[src/rtl/uart_arb_pkg.sv]
// uart_arb_pkg
// Shared types and constants for the UART TX arbiter slice.
//   arb_state_e : arbiter FSM states (IDLE, GRANT)
//   BYTE_W      : width of one UART byte
//   CNT_W       : width of the per-grant byte and idle counters
//   wrap_add    : modulo-n addition used for round-robin index arithmetic
package uart_arb_pkg;

  localparam int BYTE_W = 8;
  localparam int CNT_W  = 8;

  typedef enum logic {
    IDLE  = 1'b0,
    GRANT = 1'b1
  } arb_state_e;

  // Adds off to base and wraps into 0..n-1. Both operands are already below n,
  // so a single conditional subtract is enough and non-power-of-two n never
  // produces an out-of-range index.
  function automatic int wrap_add(input int base, input int off, input int n);
    int sum;
    sum = base + off;
    return (sum >= n) ? (sum - n) : sum;
  endfunction

endpackage

[src/rtl/uart_rr_pick.sv]
// uart_rr_pick
// Combinational round-robin picker: finds the first set candidate bit at or
// after rr_ptr, wrapping modulo N_REQ.
//   candidates : in  N_REQ  requesters eligible this cycle
//   rr_ptr     : in  IDX_W  highest-priority index
//   found      : out 1      at least one candidate is set
//   index      : out IDX_W  chosen requester (0 when none found)
module uart_rr_pick
  import uart_arb_pkg::*;
#(
  parameter int N_REQ = 4,
  parameter int IDX_W = 2
) (
  input  logic [N_REQ-1:0] candidates,
  input  logic [IDX_W-1:0] rr_ptr,
  output logic             found,
  output logic [IDX_W-1:0] index
);

  // Scan from the lowest-priority offset up to offset 0 so the last hit
  // written is the one closest to rr_ptr.
  always_comb begin
    found = 1'b0;
    index = '0;
    for (int k = N_REQ - 1; k >= 0; k--) begin
      if (candidates[IDX_W'(wrap_add(int'(rr_ptr), k, N_REQ))]) begin
        found = 1'b1;
        index = IDX_W'(wrap_add(int'(rr_ptr), k, N_REQ));
      end
    end
  end

endmodule

[src/rtl/uart_tx_arbiter.sv]
// uart_tx_arbiter
// Round-robin arbiter sharing one UART byte serializer between N_REQ byte
// streams, with optional packet locking and a one-entry output buffer.
//   clk, rst_n  : clock, synchronous active-low reset
//   req_valid   : in  N_REQ    per-requester byte valid
//   req_data    : in  8*N_REQ  requester i byte at [8i+7:8i]
//   req_last    : in  N_REQ    final byte of packet
//   req_ready   : out N_REQ    accept, one-hot or zero
//   en_mask     : in  N_REQ    requester enable
//   tx_valid/tx_data/tx_ready : byte handshake towards the serializer
//   grant_id    : out IDX_W    current/last grantee
//   busy        : out 1        GRANT state or byte buffered
module uart_tx_arbiter
  import uart_arb_pkg::*;
#(
  parameter  int N_REQ        = 4,
  parameter  int LOCK_PACKETS = 1,
  parameter  int MAX_PKT      = 64,
  parameter  int IDLE_TIMEOUT = 16,
  localparam int IDX_W        = $clog2(N_REQ)
) (
  input  logic                    clk,
  input  logic                    rst_n,
  input  logic [N_REQ-1:0]        req_valid,
  input  logic [BYTE_W*N_REQ-1:0] req_data,
  input  logic [N_REQ-1:0]        req_last,
  output logic [N_REQ-1:0]        req_ready,
  input  logic [N_REQ-1:0]        en_mask,
  output logic                    tx_valid,
  output logic [BYTE_W-1:0]       tx_data,
  input  logic                    tx_ready,
  output logic [IDX_W-1:0]        grant_id,
  output logic                    busy
);

  arb_state_e        state_q, state_d;
  logic [IDX_W-1:0]  grant_id_q, grant_id_d;
  logic [IDX_W-1:0]  rr_ptr_q, rr_ptr_d;
  logic [CNT_W-1:0]  byte_cnt_q, byte_cnt_d;
  logic [CNT_W-1:0]  idle_cnt_q, idle_cnt_d;
  logic              tx_valid_q, tx_valid_d;
  logic [BYTE_W-1:0] tx_data_q, tx_data_d;

  logic [BYTE_W-1:0] req_bytes [N_REQ];
  logic [N_REQ-1:0]  candidates;
  logic              pick_found;
  logic [IDX_W-1:0]  pick_index;
  logic              g_valid, g_en, g_last, g_ready, xfer, release_now;
  logic [CNT_W-1:0]  byte_cnt_inc, idle_cnt_inc;

  for (genvar i = 0; i < N_REQ; i++) begin : g_unpack
    assign req_bytes[i] = req_data[BYTE_W*i +: BYTE_W];
  end

  assign candidates = req_valid & en_mask;

  uart_rr_pick #(
    .N_REQ(N_REQ),
    .IDX_W(IDX_W)
  ) u_pick (
    .candidates(candidates),
    .rr_ptr    (rr_ptr_q),
    .found     (pick_found),
    .index     (pick_index)
  );

  // req_ready depends only on registered state, en_mask and tx_ready, never
  // on req_valid, so requesters can safely wait for ready before valid.
  assign g_valid      = req_valid[grant_id_q];
  assign g_en         = en_mask[grant_id_q];
  assign g_last       = req_last[grant_id_q];
  assign g_ready      = (state_q == GRANT) && g_en && (!tx_valid_q || tx_ready);
  assign xfer         = g_ready && g_valid;
  assign byte_cnt_inc = byte_cnt_q + CNT_W'(1);
  assign idle_cnt_inc = idle_cnt_q + CNT_W'(1);

  always_comb begin
    req_ready = '0;
    if (g_ready) req_ready[grant_id_q] = 1'b1;
  end

  // Arbiter next state. All release causes are OR-ed into one flag so that
  // coincident causes still advance the round-robin pointer exactly once.
  always_comb begin
    state_d     = state_q;
    grant_id_d  = grant_id_q;
    rr_ptr_d    = rr_ptr_q;
    byte_cnt_d  = byte_cnt_q;
    idle_cnt_d  = idle_cnt_q;
    release_now = 1'b0;
    case (state_q)
      IDLE: begin
        if (pick_found) begin
          grant_id_d = pick_index;
          byte_cnt_d = '0;
          idle_cnt_d = '0;
          state_d    = GRANT;
        end
      end
      GRANT: begin
        if (xfer) begin
          byte_cnt_d = byte_cnt_inc;
          idle_cnt_d = '0;
        end else if (!g_valid) begin
          idle_cnt_d = idle_cnt_inc;
        end
        if (xfer && (g_last || (LOCK_PACKETS == 0) ||
                     (byte_cnt_inc == CNT_W'(MAX_PKT)))) release_now = 1'b1;
        if (!g_valid && (idle_cnt_inc == CNT_W'(IDLE_TIMEOUT))) release_now = 1'b1;
        if (!g_en) release_now = 1'b1;
        if (release_now) begin
          state_d  = IDLE;
          rr_ptr_d = IDX_W'(wrap_add(int'(grant_id_q), 1, N_REQ));
        end
      end
      default: state_d = IDLE;
    endcase
  end

  // Output buffer runs independently of the FSM: a drain and a fresh load may
  // coincide, and a byte loaded on the release transfer still drains later.
  always_comb begin
    tx_valid_d = tx_valid_q;
    tx_data_d  = tx_data_q;
    if (tx_valid_q && tx_ready) tx_valid_d = 1'b0;
    if (xfer) begin
      tx_valid_d = 1'b1;
      tx_data_d  = req_bytes[grant_id_q];
    end
  end

  always_ff @(posedge clk) begin
    if (!rst_n) begin
      state_q    <= IDLE;
      grant_id_q <= '0;
      rr_ptr_q   <= '0;
      byte_cnt_q <= '0;
      idle_cnt_q <= '0;
      tx_valid_q <= 1'b0;
      tx_data_q  <= '0;
    end else begin
      state_q    <= state_d;
      grant_id_q <= grant_id_d;
      rr_ptr_q   <= rr_ptr_d;
      byte_cnt_q <= byte_cnt_d;
      idle_cnt_q <= idle_cnt_d;
      tx_valid_q <= tx_valid_d;
      tx_data_q  <= tx_data_d;
    end
  end

  assign tx_valid = tx_valid_q;
  assign tx_data  = tx_data_q;
  assign grant_id = grant_id_q;
  assign busy     = (state_q == GRANT) || tx_valid_q;

endmodule
[config.mk]
export PLATFORM = sky130hd
export DESIGN_NAME = uart_tx_arbiter
export DESIGN_NICKNAME = d
export VERILOG_FILES = /design/src/rtl/uart_arb_pkg.sv /design/src/rtl/uart_rr_pick.sv /design/src/rtl/uart_tx_arbiter.sv
export SDC_FILE = /design/constraint.sdc
export NUM_CORES = 1
export LEC_CHECK = 0
export ABC_AREA = 1
export CORE_UTILIZATION = 48
export DETAILED_ROUTE_END_ITERATION = 6
export PLACE_DENSITY = 0.8
export SLEW_MARGIN = 0
export SYNTH_ARGS = -nofsm -noshare
export SYNTH_HDL_FRONTEND = slang
export SYNTH_SLANG_ARGS = --single-unit
[constraint.sdc]
create_clock -name clk -period 2.2 [get_ports clk]
set_clock_uncertainty 0.15 [all_clocks]
set_input_delay 0.55 -clock clk [delete_from_list [all_inputs] [get_ports clk]]
set_output_delay 0.55 -clock clk [all_outputs]
set_load 0.02 [all_outputs]
==> impl_metrics.yaml, run 1 <==
outcome:
  status: "finished, final reports clean"
worst_setup_path:
  path_class: "reg -> out"
  cp_slowest_cell: "dfxtp_4"
  cp_top_family: "flip-flops"
  cp_cell_sequence: "inv_4, o21ai_1, o22ai_4, nand3_4, nor2_4, buf_6"
  critPathLaunchType: "flip-flop"
  cp_max_fo: 5
  slowest_delay_ps: 370
  critPathRequiredTime_ps: 1500
  crit_path_end_kind: "output port"
  critPathBufInv: 2
  arrival_ps: 1450
  r2r_setup_slack_ps: 150
clocking:
  clock_latency_ps: 290
  cts_tree: "yes"
  cts_buffer_depth: 2
  clockRootBuffer: "clkbuf_8"
  cts_buffers: 5
  clk_pin_slew_ps: 60
  cts_sinks: 30
  h-tree-depth: 2
place:
  placed_cell_area_um2: 3000
  numPortBuffers: 62
  dp_cells: 469
  place_ws_ps: -720
  dpl.hpwl_mm: 4.31
  place_congestion: 0.837
sta:
  slew_headroom_pct: 76.3
  fin_ws_ps: 54.1
  rsz0062_at_grt: "true"
  worstMarginPinSlew_ps: 354
  slew_violations: 0
  setup_viol: 0
  period_minus_slack_ps: 2150
  fmax_ghz: 0.466
  fin_tns_setup_ps: 0
  hold_violations: 0
  fin_crit_sh_pct: 97.5
power_and_ir_drop:
  p_int_w: 0.00167
  p_comb_share_pct: 61.7
  p_total_w: 0.00311
  seq_power_share_pct: 24.6
  power_frac_clock_pct: 13.7
  p_sw_w: 0.00143
  swShare_pct: 46.2
  cellLeakagePower_nw: 1.32
  p_per_area_nw_per_um2: 980
  vdd_drop_max_uv: 719
logic_synthesis:
  synth_top_cell_by_area: "dfxtp_1"
  syn_area_per_cell_um2: 6.39
  yosysMostFrequentCell: "nand2_1"
  ys_seq_elements: 30
  synth_top_family_by_area: "simple AND/OR/NAND/NOR gates"
  yosys.area_share.simple_pct: 37.1
  ys_top_cells_by_area: "dfxtp_1 (27%), nand2_1 (12%), nor2_1 (9.7%), inv_1 (6.0%), o21ai_0 (5.4%)"
  synth_top_area_share_pct: 26.8
  synth_flop_cell: "dfxtp_1"
  synth_edf_count: 0
  muxShareOfSynthArea_pct: 0
  synth_top_cells_by_count: "nand2_1 (70), nor2_1 (58), inv_1 (36)"
  ys_types: 32
  syn_area_um2: 2240
  ys_seq_area_share_pct: 26.8
  syn_inst: 351
  synth_adder_area_share_pct: 3.90
  synth_xor_area_share_pct: 0.781
  syn_nets: 405
  ys_async_sr_fraction_pct: 0
  ys.warnings.count: 0
  synth_compound_area_share_pct: 19.6
layout:
  nNetsFinal: 481
  syn_to_final_growth_pct: 41.2
  final_design_area_no_fill_um2: 3170
  n_antenna_cell: 0
  instances_no_fill: 479
  fillers: 371
  drive_above_1_share_pct: 20.6
global_route:
  overflow: 0
  grt_usage_pct: 24.9
  grt_pass1_wl_mm: 9.72
  grt_pass1_vias: 2223
  antenna_found_initial: 0
  grt_max_degree: 25
floorplanning:
  dieArea_um2: 4950
  chipWidth_um: 70.4
  initial_core_util_pct: 50.8
  die_h_um: 70.4
  ioPinCount: 63
  rows: 24
  core-area_um2: 4410
routing:
  routed_wl_mm: 5.83
  top_layer: "met4"
  wl_met1_mm: 2.68
  via_per_inst: 5.09
  wl_per_cell_um: 12.2
  antenna_left: 0
  post-route-drc-count: 0
  vias: 2436
  wl_met2_mm: 2.76
  wl_met3_um: 267
  drt_iter0_markers: 117
  drt_first_pass_iters: 4
job:
  maxCapViolations: 0
min_path:
  hp-class: "reg -> reg"
-- cell usage in the layout (no fill, tap or decap), types with 3 or more instances in the layout --
master / netlist / final
buf_6: 1 / 4
a21oi_2: 11 / 11
clkdlybuf4s50_1: 0 / 50
nand2_2: 7 / 9
ha_1: 7 / 7
nand4_1: 3 / 3
nand2_1: 70 / 68
buf_4: 2 / 22
nand3_1: 21 / 21
nand3b_1: 3 / 3
dlygate4sd2_1: 0 / 4
nor2_4: 2 / 7
nand3_2: 9 / 8
dfxtp_1: 30 / 28
o21ai_2: 0 / 3
o21ai_0: 24 / 22
o21ai_1: 14 / 13
a21oi_1: 13 / 13
inv_2: 6 / 5
nor2_1: 58 / 52
a31oi_1: 8 / 8
inv_1: 36 / 36
clkbuf_8: 0 / 5
-- routing by layer --
metal / up-vias / track usage, %
li1: 1285 / -
met1: 1077 / 30.5
met2: 61 / 39.7
met3: 13 / 6.93
met4: 0 / 12.4
met5: - / 0
-- per-stage QoR --
step           hold WS, ps  util [%]
2_1_floorplan          307         -
3_5_place_dp           326      67.9
4_1_cts                338      69.8
5_1_grt                351      71.8
3_3_place_gp           316      67.9
6_report               337      71.8
-- logic make-up (layout without fill, tap and decap cells) --
family	Yosys count	in the layout
AO/OA/AOI/OAI	74	74
XOR/XNOR	2	2
adder cells (fa/ha/maj)	7	7
buffers and inverters	59	135
flip-flops	30	30
AND/OR/NAND/NOR	179	179
-- final cells by class --
cell class	instances	area [um2]	share of cell area [%]
multi-input combinational	262	1460	46.0
timing repair buffer	85	796	25.1
sequential	30	606	19.1
inverter	43	169	5.33
clock buffer	7	76.3	2.41
tap	52	65.1	2.05
-- registers in the layout, indices dropped and copies added, names as in the netlist --
name        cells
byte_cnt_q      8
grant_id        2
idle_cnt_q      8
rr_ptr_q        2
state_q         1
tx_data         8
tx_valid        1
-- power groups by stage --
stage	sequential (W)	combinational (W)	clock, W
after floorplan	0.000795	0.00115	0
after global placement	0.000755	0.00174	0
after detailed placement	0.000757	0.00175	0
after CTS	0.000752	0.00176	0.000430
after global routing	0.000781	0.00210	0.000455
final	0.000765	0.00192	0.000425
-- worst register-to-register path: stages, from the launching register on --
cell     delay, ps
dfxtp_1        410
ha_1           310
nand3_1        110
nand2_1         70
nand2_1         50
inv_1           80
nand3_1         90
nor2_1         150
nand3_1        100
nand2_1         80
inv_1           60
nand2_2        100
nand3_1         80
nand2_1         70
nor2_1          40
-- path summary, 6_finish.rpt --
kind                              startpoint                          to  depth (start not counted)
setup reg to reg  idle_cnt_q[1]$_SDFFE_PN0P_    rr_ptr_q[0]$_SDFFE_PN0P_                         14
hold reg to reg   idle_cnt_q[7]$_SDFFE_PN0P_  idle_cnt_q[7]$_SDFFE_PN0P_                          2
setup / recovery    grant_id[0]$_SDFFE_PN0P_                req_ready[3]                          6
hold / removal    idle_cnt_q[7]$_SDFFE_PN0P_  idle_cnt_q[7]$_SDFFE_PN0P_                          2
-- what timing repair did --
action,4_1_cts,5_1_grt
pin swaps,6,8
buffers inserted,1,2
endpoints found under the setup margin,7,20
endpoints found under the hold margin,0,0
gates resized for setup,34,27
hold buffers,0,0
Power figures use the tool's default switching activity.
==> run 2, diff against run 1 <==
--- a/config.mk
+++ b/config.mk
@@ -6,6 +6,7 @@
 export NUM_CORES = 1
 export LEC_CHECK = 0
 export ABC_AREA = 1
+export ABC_CLOCK_PERIOD_IN_PS = 2200
 export CORE_UTILIZATION = 48
 export DETAILED_ROUTE_END_ITERATION = 6
 export PLACE_DENSITY = 0.8
==> results of run 2 <==
Same layout as run 1: the final DEF is identical, and so are final timing and power.
==> run 3, diff against run 2 <==
--- a/config.mk
+++ b/config.mk
@@ -7,7 +7,9 @@
 export LEC_CHECK = 0
 export ABC_AREA = 1
 export ABC_CLOCK_PERIOD_IN_PS = 2200
+export CAP_MARGIN = 20
 export CORE_UTILIZATION = 48
+export CTS_CLUSTER_SIZE = 16
 export DETAILED_ROUTE_END_ITERATION = 6
 export PLACE_DENSITY = 0.8
 export SLEW_MARGIN = 0
==> results of run 3 <==
Same layout as run 1: the final DEF is identical, and so are final timing and power.
